File: src/rtl/cmd_sequencer.sv
// Feeds CPU cmdin from a DEPTH-slot command buffer, holding each command for ISSUE_CYCLES cycles.
// Latency: start at edge k -> command i on cmd_out from cycle k+1+i*ISSUE_CYCLES; done at k+1+N*ISSUE_CYCLES.
// Backpressure: load_ready deasserts when the buffer is full or the sequencer is not IDLE.
module cmd_sequencer #(
    parameter int         DEPTH        = 8,
    parameter int         ISSUE_CYCLES = 4,
    parameter logic [6:0] NOP_CMD      = 7'd0
) (
    input  logic                       clk,
    input  logic                       rst,
    input  logic                       load_valid,
    input  logic [6:0]                 load_cmd,
    output logic                       load_ready,
    input  logic                       clear,
    input  logic                       start,
    input  logic                       abort,
    input  logic                       cpu_error,
    input  logic                       cpu_zero,
    output logic [6:0]                 cmd_out,
    output logic                       cmd_valid,
    output logic                       busy,
    output logic                       done,
    output logic                       halted,
    output logic                       last_zero,
    output logic [$clog2(DEPTH)-1:0]   pc,
    output logic [$clog2(DEPTH):0]     count
);

    localparam int PW = $clog2(DEPTH);
    localparam int CW = PW + 1;
    localparam int WW = $clog2(ISSUE_CYCLES);

    typedef enum logic [2:0] {
        ST_IDLE  = 3'd0,
        ST_ISSUE = 3'd1,
        ST_WAIT  = 3'd2,
        ST_DONE  = 3'd3,
        ST_HALT  = 3'd4
    } state_t;

    state_t          state_q;
    state_t          state_d;
    logic [6:0]      slot [DEPTH];
    logic [WW-1:0]   win_q;
    logic            load_fire;
    logic            ctl_open;
    logic            run_active;
    logic            win_last;
    logic            last_cmd;
    logic [CW-1:0]   eff_count;

    // IDLE and HALT are the only states that accept clear/start
    assign ctl_open   = (state_q == ST_IDLE) || (state_q == ST_HALT);
    assign run_active = (state_q == ST_ISSUE) || (state_q == ST_WAIT);
    assign load_ready = (state_q == ST_IDLE) && (count < CW'(DEPTH));
    assign load_fire  = load_valid && load_ready;
    // a load landing with start is part of the run, so judge emptiness on the post-load count
    assign eff_count  = count + CW'(load_fire);
    assign win_last   = (win_q == WW'(ISSUE_CYCLES - 1));
    assign last_cmd   = ({1'b0, pc} == (count - CW'(1)));

    // State register
    always_ff @(posedge clk or negedge rst) begin
        if (!rst) begin
            state_q <= ST_IDLE;
        end else begin
            state_q <= state_d;
        end
    end

    // Next-state decision; clear beats start, abort beats the end-of-window decision
    always_comb begin
        state_d = state_q;
        case (state_q)
            ST_IDLE, ST_HALT: begin
                if (clear) begin
                    state_d = ST_IDLE;
                end else if (start) begin
                    state_d = (eff_count == '0) ? ST_DONE : ST_ISSUE;
                end
            end
            ST_ISSUE: begin
                state_d = abort ? ST_IDLE : ST_WAIT;
            end
            ST_WAIT: begin
                if (abort) begin
                    state_d = ST_IDLE;
                end else if (win_last) begin
                    if (cpu_error) begin
                        state_d = ST_HALT;
                    end else if (last_cmd) begin
                        state_d = ST_DONE;
                    end else begin
                        state_d = ST_ISSUE;
                    end
                end
            end
            ST_DONE: begin
                state_d = ST_IDLE;
            end
            default: begin
                state_d = ST_IDLE;
            end
        endcase
    end

    // Outputs decoded purely from state so an async reset reaches them immediately
    always_comb begin
        cmd_out   = NOP_CMD;
        cmd_valid = 1'b0;
        busy      = run_active;
        done      = (state_q == ST_DONE);
        halted    = (state_q == ST_HALT);
        if (run_active) begin
            cmd_out = slot[pc];
        end
        if (state_q == ST_ISSUE) begin
            cmd_valid = 1'b1;
        end
    end

    // Command buffer storage; contents are meaningless until loaded, so no reset
    always_ff @(posedge clk) begin
        if (load_fire) begin
            slot[count[PW-1:0]] <= load_cmd;
        end
    end

    // Count, program counter, window counter and zero-flag capture
    always_ff @(posedge clk or negedge rst) begin
        if (!rst) begin
            count     <= '0;
            pc        <= '0;
            win_q     <= '0;
            last_zero <= 1'b0;
        end else begin
            if (ctl_open && clear) begin
                count <= '0;
            end else if (load_fire) begin
                count <= count + CW'(1);
            end

            case (state_q)
                ST_IDLE, ST_HALT: begin
                    if (clear || start) begin
                        pc <= '0;
                    end
                end
                ST_ISSUE: begin
                    win_q <= WW'(1);
                    if (abort) begin
                        pc <= '0;
                    end
                end
                ST_WAIT: begin
                    win_q <= win_q + WW'(1);
                    if (abort) begin
                        pc <= '0;
                    end else if (win_last) begin
                        last_zero <= cpu_zero;
                        if (!cpu_error && !last_cmd) begin
                            pc <= pc + PW'(1);
                        end
                    end
                end
                ST_DONE: begin
                    pc <= '0;
                end
                default: begin
                    pc <= '0;
                end
            endcase
        end
    end

endmodule

File: config.mk
export PLATFORM = sky130hd
export DESIGN_NAME = cmd_sequencer
export DESIGN_NICKNAME = d
export VERILOG_FILES = /design/src/rtl/cmd_sequencer.sv
export SDC_FILE = /design/constraint.sdc
export NUM_CORES = 1
export LEC_CHECK = 0
export ABC_AREA = 1
export CAP_MARGIN = 20
export CORE_AREA = 5 5 86 88
export CTS_CLUSTER_SIZE = 16
export DETAILED_ROUTE_END_ITERATION = 10
export DIE_AREA = 0 0 91 93
export HOLD_SLACK_MARGIN = 0.12
export PLACE_DENSITY = 0.74
export SYNTH_ARGS = -nofsm -noshare
export SYNTH_HDL_FRONTEND = slang
export SYNTH_SLANG_ARGS = --single-unit
export TNS_END_PERCENT = 20
File: constraint.sdc
create_clock -name clk -period 1.69 [get_ports clk]
set_input_delay 0.507 -clock clk [delete_from_list [all_inputs] [get_ports clk]]
set_output_delay 0.507 -clock clk [all_outputs]
set_load 0.1 [all_outputs]
Yosys cells after proc, flatten, opt, wreduce, memory -nomap -nowiden
Memories as Yosys holds them, arrays and structs flattened.
Cells that the tools add are included.
Cells by class
  $add $sub $neg: 5
  order comparisons: 1
  equal/unequal tests: 11
  muxes and demuxes: 22
  bitwise operators: 1
  reductions and logical operators: 17
Operators with widths (number)
  $mux 3: 10
  $pmux 3 s3: 2
  $mux 4: 2
  $mux 7: 1
  $eq 3x2->1 const B: 2
  $mux 2: 3
  $ne 3x3->1 const B: 2
  $add 4x1->4: 1
  $add 4x1->4 const B: 1
  $eq 3x4->1: 1
  $logic_and 1x1->1: 4
  $logic_not 4->1: 1
  $lt 4x4->1 const B: 1
  $ne 2x2->1 const B: 2
  $pmux 2 s2: 1
  $reduce_and 4->1: 1
  $reduce_bool 2->1: 2
  $sub 4x1->4 const B: 1
  $add 3x1->3 const B: 1
  $eq 3x1->1 const B: 1
  $eq 3x3->1 const B: 1
  $logic_not 3->1: 1
  $logic_or 1x1->1: 3
  $mux 1: 3
  other kinds (8): 9
Word-level totals
  register bits: 13
  bits in writable memories: 56
  bits of input ports: 15
  output and inout bits: 20
  word-level logic and storage cells: 63
  memories: 1
Memories
  slot: depth 8, bits a word 7, rd ports 1, clocked after Yosys merged registers in 0, write ports 1, line 43  | logic [6:0] slot [DEPTH];

Longest topological paths before layout
  word-level depth: 9
  depth in mapped cells: 15
  gate-level depth less buffers: 15

Worst setup path before layout
Ideal clock, no wire load.
  path type: register to output
  start point: register pc[0]
  end point: output cmd_out[0]
  arrival: 3.034 ns
  required time: 1.183 ns
  path slack: -1.851 ns
  stages on the path, launching flop included: 7
  path buffers: 2
  cells stage by stage: dfrtp_1 buf_2 buf_2 o21ai_0 o22ai_1 o21ai_1 nor2_1
On the way
  cells in the longest elaborated chain, start to end: 2
Ends and longest elaborated chain
  from (decl): line 25  | output logic [$clog2(DEPTH)-1:0] pc,
  from (signal assigned): line 162  | pc <= pc + PW'(1);
  $mem_v2 8x7
  $mux 7: line 114  | if (run_active) begin
  to (decl): line 19  | output logic [6:0] cmd_out,
No other way between the ends.

Worst setup path after layout
  start point: register pc[0]
  end point: output cmd_out[1]
Same word-level chain as after synthesis.

==> flow_summary.json <==
{
  "outcome": "finished, violations left",
  "violations": "negative setup slack",
  "worst_slew_pin_slew_ns": 0.389,
  "ys_ff_latch": 69,
  "ys_seq_area_share_pct": 62.9,
  "synth_warnings": 0,
  "crit_fanout": 17,
  "areaGrowthSynthToFinish_pct": 50.6,
  "die_height_um": 93,
  "fin_nets": 413,
  "synth_cells": 304,
  "drtPass1Iterations": 5,
  "p_total_uw": 8290,
  "first_global_vias": 2618,
  "portBuffers": 34,
  "avgRoutedWirePerCell_um": 18.3,
  "core_area_mm2": 0.00657,
  "drtIter0Drc": 279,
  "via_per_inst": 5.66,
  "grt_first_pass_wirelength_mm": 13.1,
  "synth_fp_nets": 325,
  "postLayoutCoreUtil_pct": 73.2,
  "hold_violations": 0,
  "hpwl_mm": 5.48,
  "die_w_um": 91,
  "grt_antenna_before_repair": 0,
  "clk_pin_slew_worst_paths_ns": 0.09,
  "vias": 2701,
  "ant_nets": 0,
  "finalInstanceArea_mm2": 0.00481,
  "drive_gt1_share_pct": 41.1,
  "hp-class": "input port to async pin",
  "vdd_ir_drop_max_mv": 1.20,
  "cp-end-kind": "output pin",
  "setup_viol": 68,
  "internal_power_uw": 4550,
  "slew_violations": 0,
  "rsz0062_at_grt": "true",
  "hold_slack_ns": 0.454,
  "fin_crit_ns": 2.32,
  "io_pins": 35,
  "cp.required_ns": 1.18,
  "multiInputGateArea_mm2": 0.00130,
  "placed_area_mm2": 0.00427,
  "cts_buffers": 9,
  "place.gp.congestion": 0.890,
  "syn_avg_cell_area_um2": 10.5,
  "h-tree-depth": 3,
  "drc_errors": 0,
  "switching_share_pct": 45.1,
  "diodes": 0,
  "n_fill_cell": 362,
  "crit_type": "register to output pin",
  "start_util_pct": 48.6,
  "relSlewSlack_pct": 74.0,
  "synth.cell_area_mm2": 0.00319,
  "cp-start-kind": "register",
  "p_switching_uw": 3740,
  "cts_hold_buf": 0,
  "clk_latency_ns": 0.36,
  "cts_buffer_depth": 2,
  "p_clk_share_pct": 16.5,
  "max_freq_ghz": 0.431,
  "period_share_pct": 137,
  "maxCapViolCount": 0,
  "grt_use_total_pct": 20.0,
  "grt_overflow": 0,
  "seqCellArea_mm2": 0.00203,
  "wl_mm": 8.71,
  "power_density_mw_per_mm2": 1720,
  "grt_max_degree": 20,
  "cts.sinks": 69,
  "std_cell_rows": 30,
  "ys_types": 31,
  "clock_skew_ns": 0.0162,
  "final.setup.worst_slack_ns": -0.628,
  "die_area_mm2": 0.00846,
  "seqPwrFrac_pct": 27.0,
  "rr_worst_depth": 16,
  "arrival_ns": 1.81,
  "cts_tree": "yes",
  "fin_tns_setup_ns": -14.06,
  "combPwrFrac_pct": 56.5,
  "p_leak_uw": 0.00188,
  "cts_root_buffer": "clkbuf_8"
}
-- worst paths after layout --
path,to,slack (ns),from
max,cmd_out[1],-0.63,pc[0]
min,last_zero,0.45,rst
max reg2reg,state_q[1],-0.26,state_q[0]
min reg2reg,win_q[0],0.50,win_q[0]
max in group asynchronous,count[3],1.02,rst
min in group clk,win_q[0],0.50,win_q[0]
-- per-layer routing --
metal	wire length [um]	track usage (%)	share of wire [%]	vias up
li1	-	-	-	1232
met1	3440	25.4	40	1315
met4	266	8.68	3.1	0
met5	0	0	0	-
met3	591	5.23	6.8	29
met2	4410	32.2	51	125
-- Yosys cell counts, drive strengths merged --
library cell  instances  area (um2)
a21boi                1        7.51
buf                  10        66.3
o22ai                15        93.8
inv                  26         100
nor3                  4        20.0
o21a                  1        7.51
nand3                14        92.6
nor2                 68         280
a22o                  1        8.76
nor4                  1        6.26
a21oi                 5        25.0
edfxtp               56        1680
dfrtp                13         325
nand4                 3        33.8
o21ai                37         185
nand2                41         171
and2                  1        6.26
clkinv                1        5.00
ha                    6        75.1
-- state kept, by name, indices dropped and copies added (netlist names) --
register   cells
pc             3
win_q          2
count          4
last_zero      1
slot          56
state_q        3
-- cells by family after synthesis --
kind of cell,count (synthesis),share of synthesized area (%)
flops,69,62.9
buf+inv,37,5.37
fa+ha+maj,6,2.35
simple gates,132,19.1
compound gates,60,10.3
-- placed cells by master (no fill, tap or decap), types with 4 or more instances in the layout --
master,synthesis,layout
a21oi_1,5,4
buf_12,0,25
buf_4,4,32
buf_6,1,15
clkbuf_8,0,9
clkdlybuf4s50_1,0,14
dfrtp_1,13,6
dfrtp_4,0,5
edfxtp_1,56,56
inv_1,17,13
inv_2,8,7
inv_4,1,5
nand2_1,36,34
nand2_2,4,4
nand3_1,11,10
nor2_1,62,47
nor2_2,4,7
nor2_4,2,14
o21ai_0,12,7
o21ai_1,25,22
o21ai_2,0,7
o22ai_1,15,12
-- worst max-delay path, stage by stage, from the launching register on --
cell and delay [ns]:
dfrtp_4 0.53, buf_12 0.17, o21ai_4 0.16, o22ai_2 0.13, o21ai_2 0.23, nor2_4 0.07
buf_12 0.16
-- stage by stage --
stage,setup WS (ns),instances
4_1_cts,-0.603,470
3_3_place_gp,-0.383,449
6_report,-0.628,477
3_5_place_dp,-0.436,449
2_1_floorplan,-0.597,304
5_1_grt,-0.697,477
-- layout make-up --
cell class | instances | area share (%)
sequential | 69 | 42.2
multi-input combinational | 199 | 27.1
timing repair buffer | 86 | 21.8
inverter | 27 | 2.73
clock buffer | 9 | 2.58
tap | 80 | 2.08
clock inverter | 7 | 1.54
-- power by group through the flow --
stage          logic, uW  registers [uW]  clock network, uW
4_1_cts             4330            2230               1370
2_1_floorplan       2320            2550                  0
5_1_grt             4910            2260               1460
6_report            4680            2240               1360
3_5_place_dp        4050            2260                  0
3_3_place_gp        3940            2250                  0
-- what timing repair did --
action,4_1_cts,5_1_grt
gates cloned,0,1
buffers inserted,5,8
resized for setup,33,29
setup endpoints to repair,43,68
pin swaps,10,10
(Power assumes the default switching activity.)
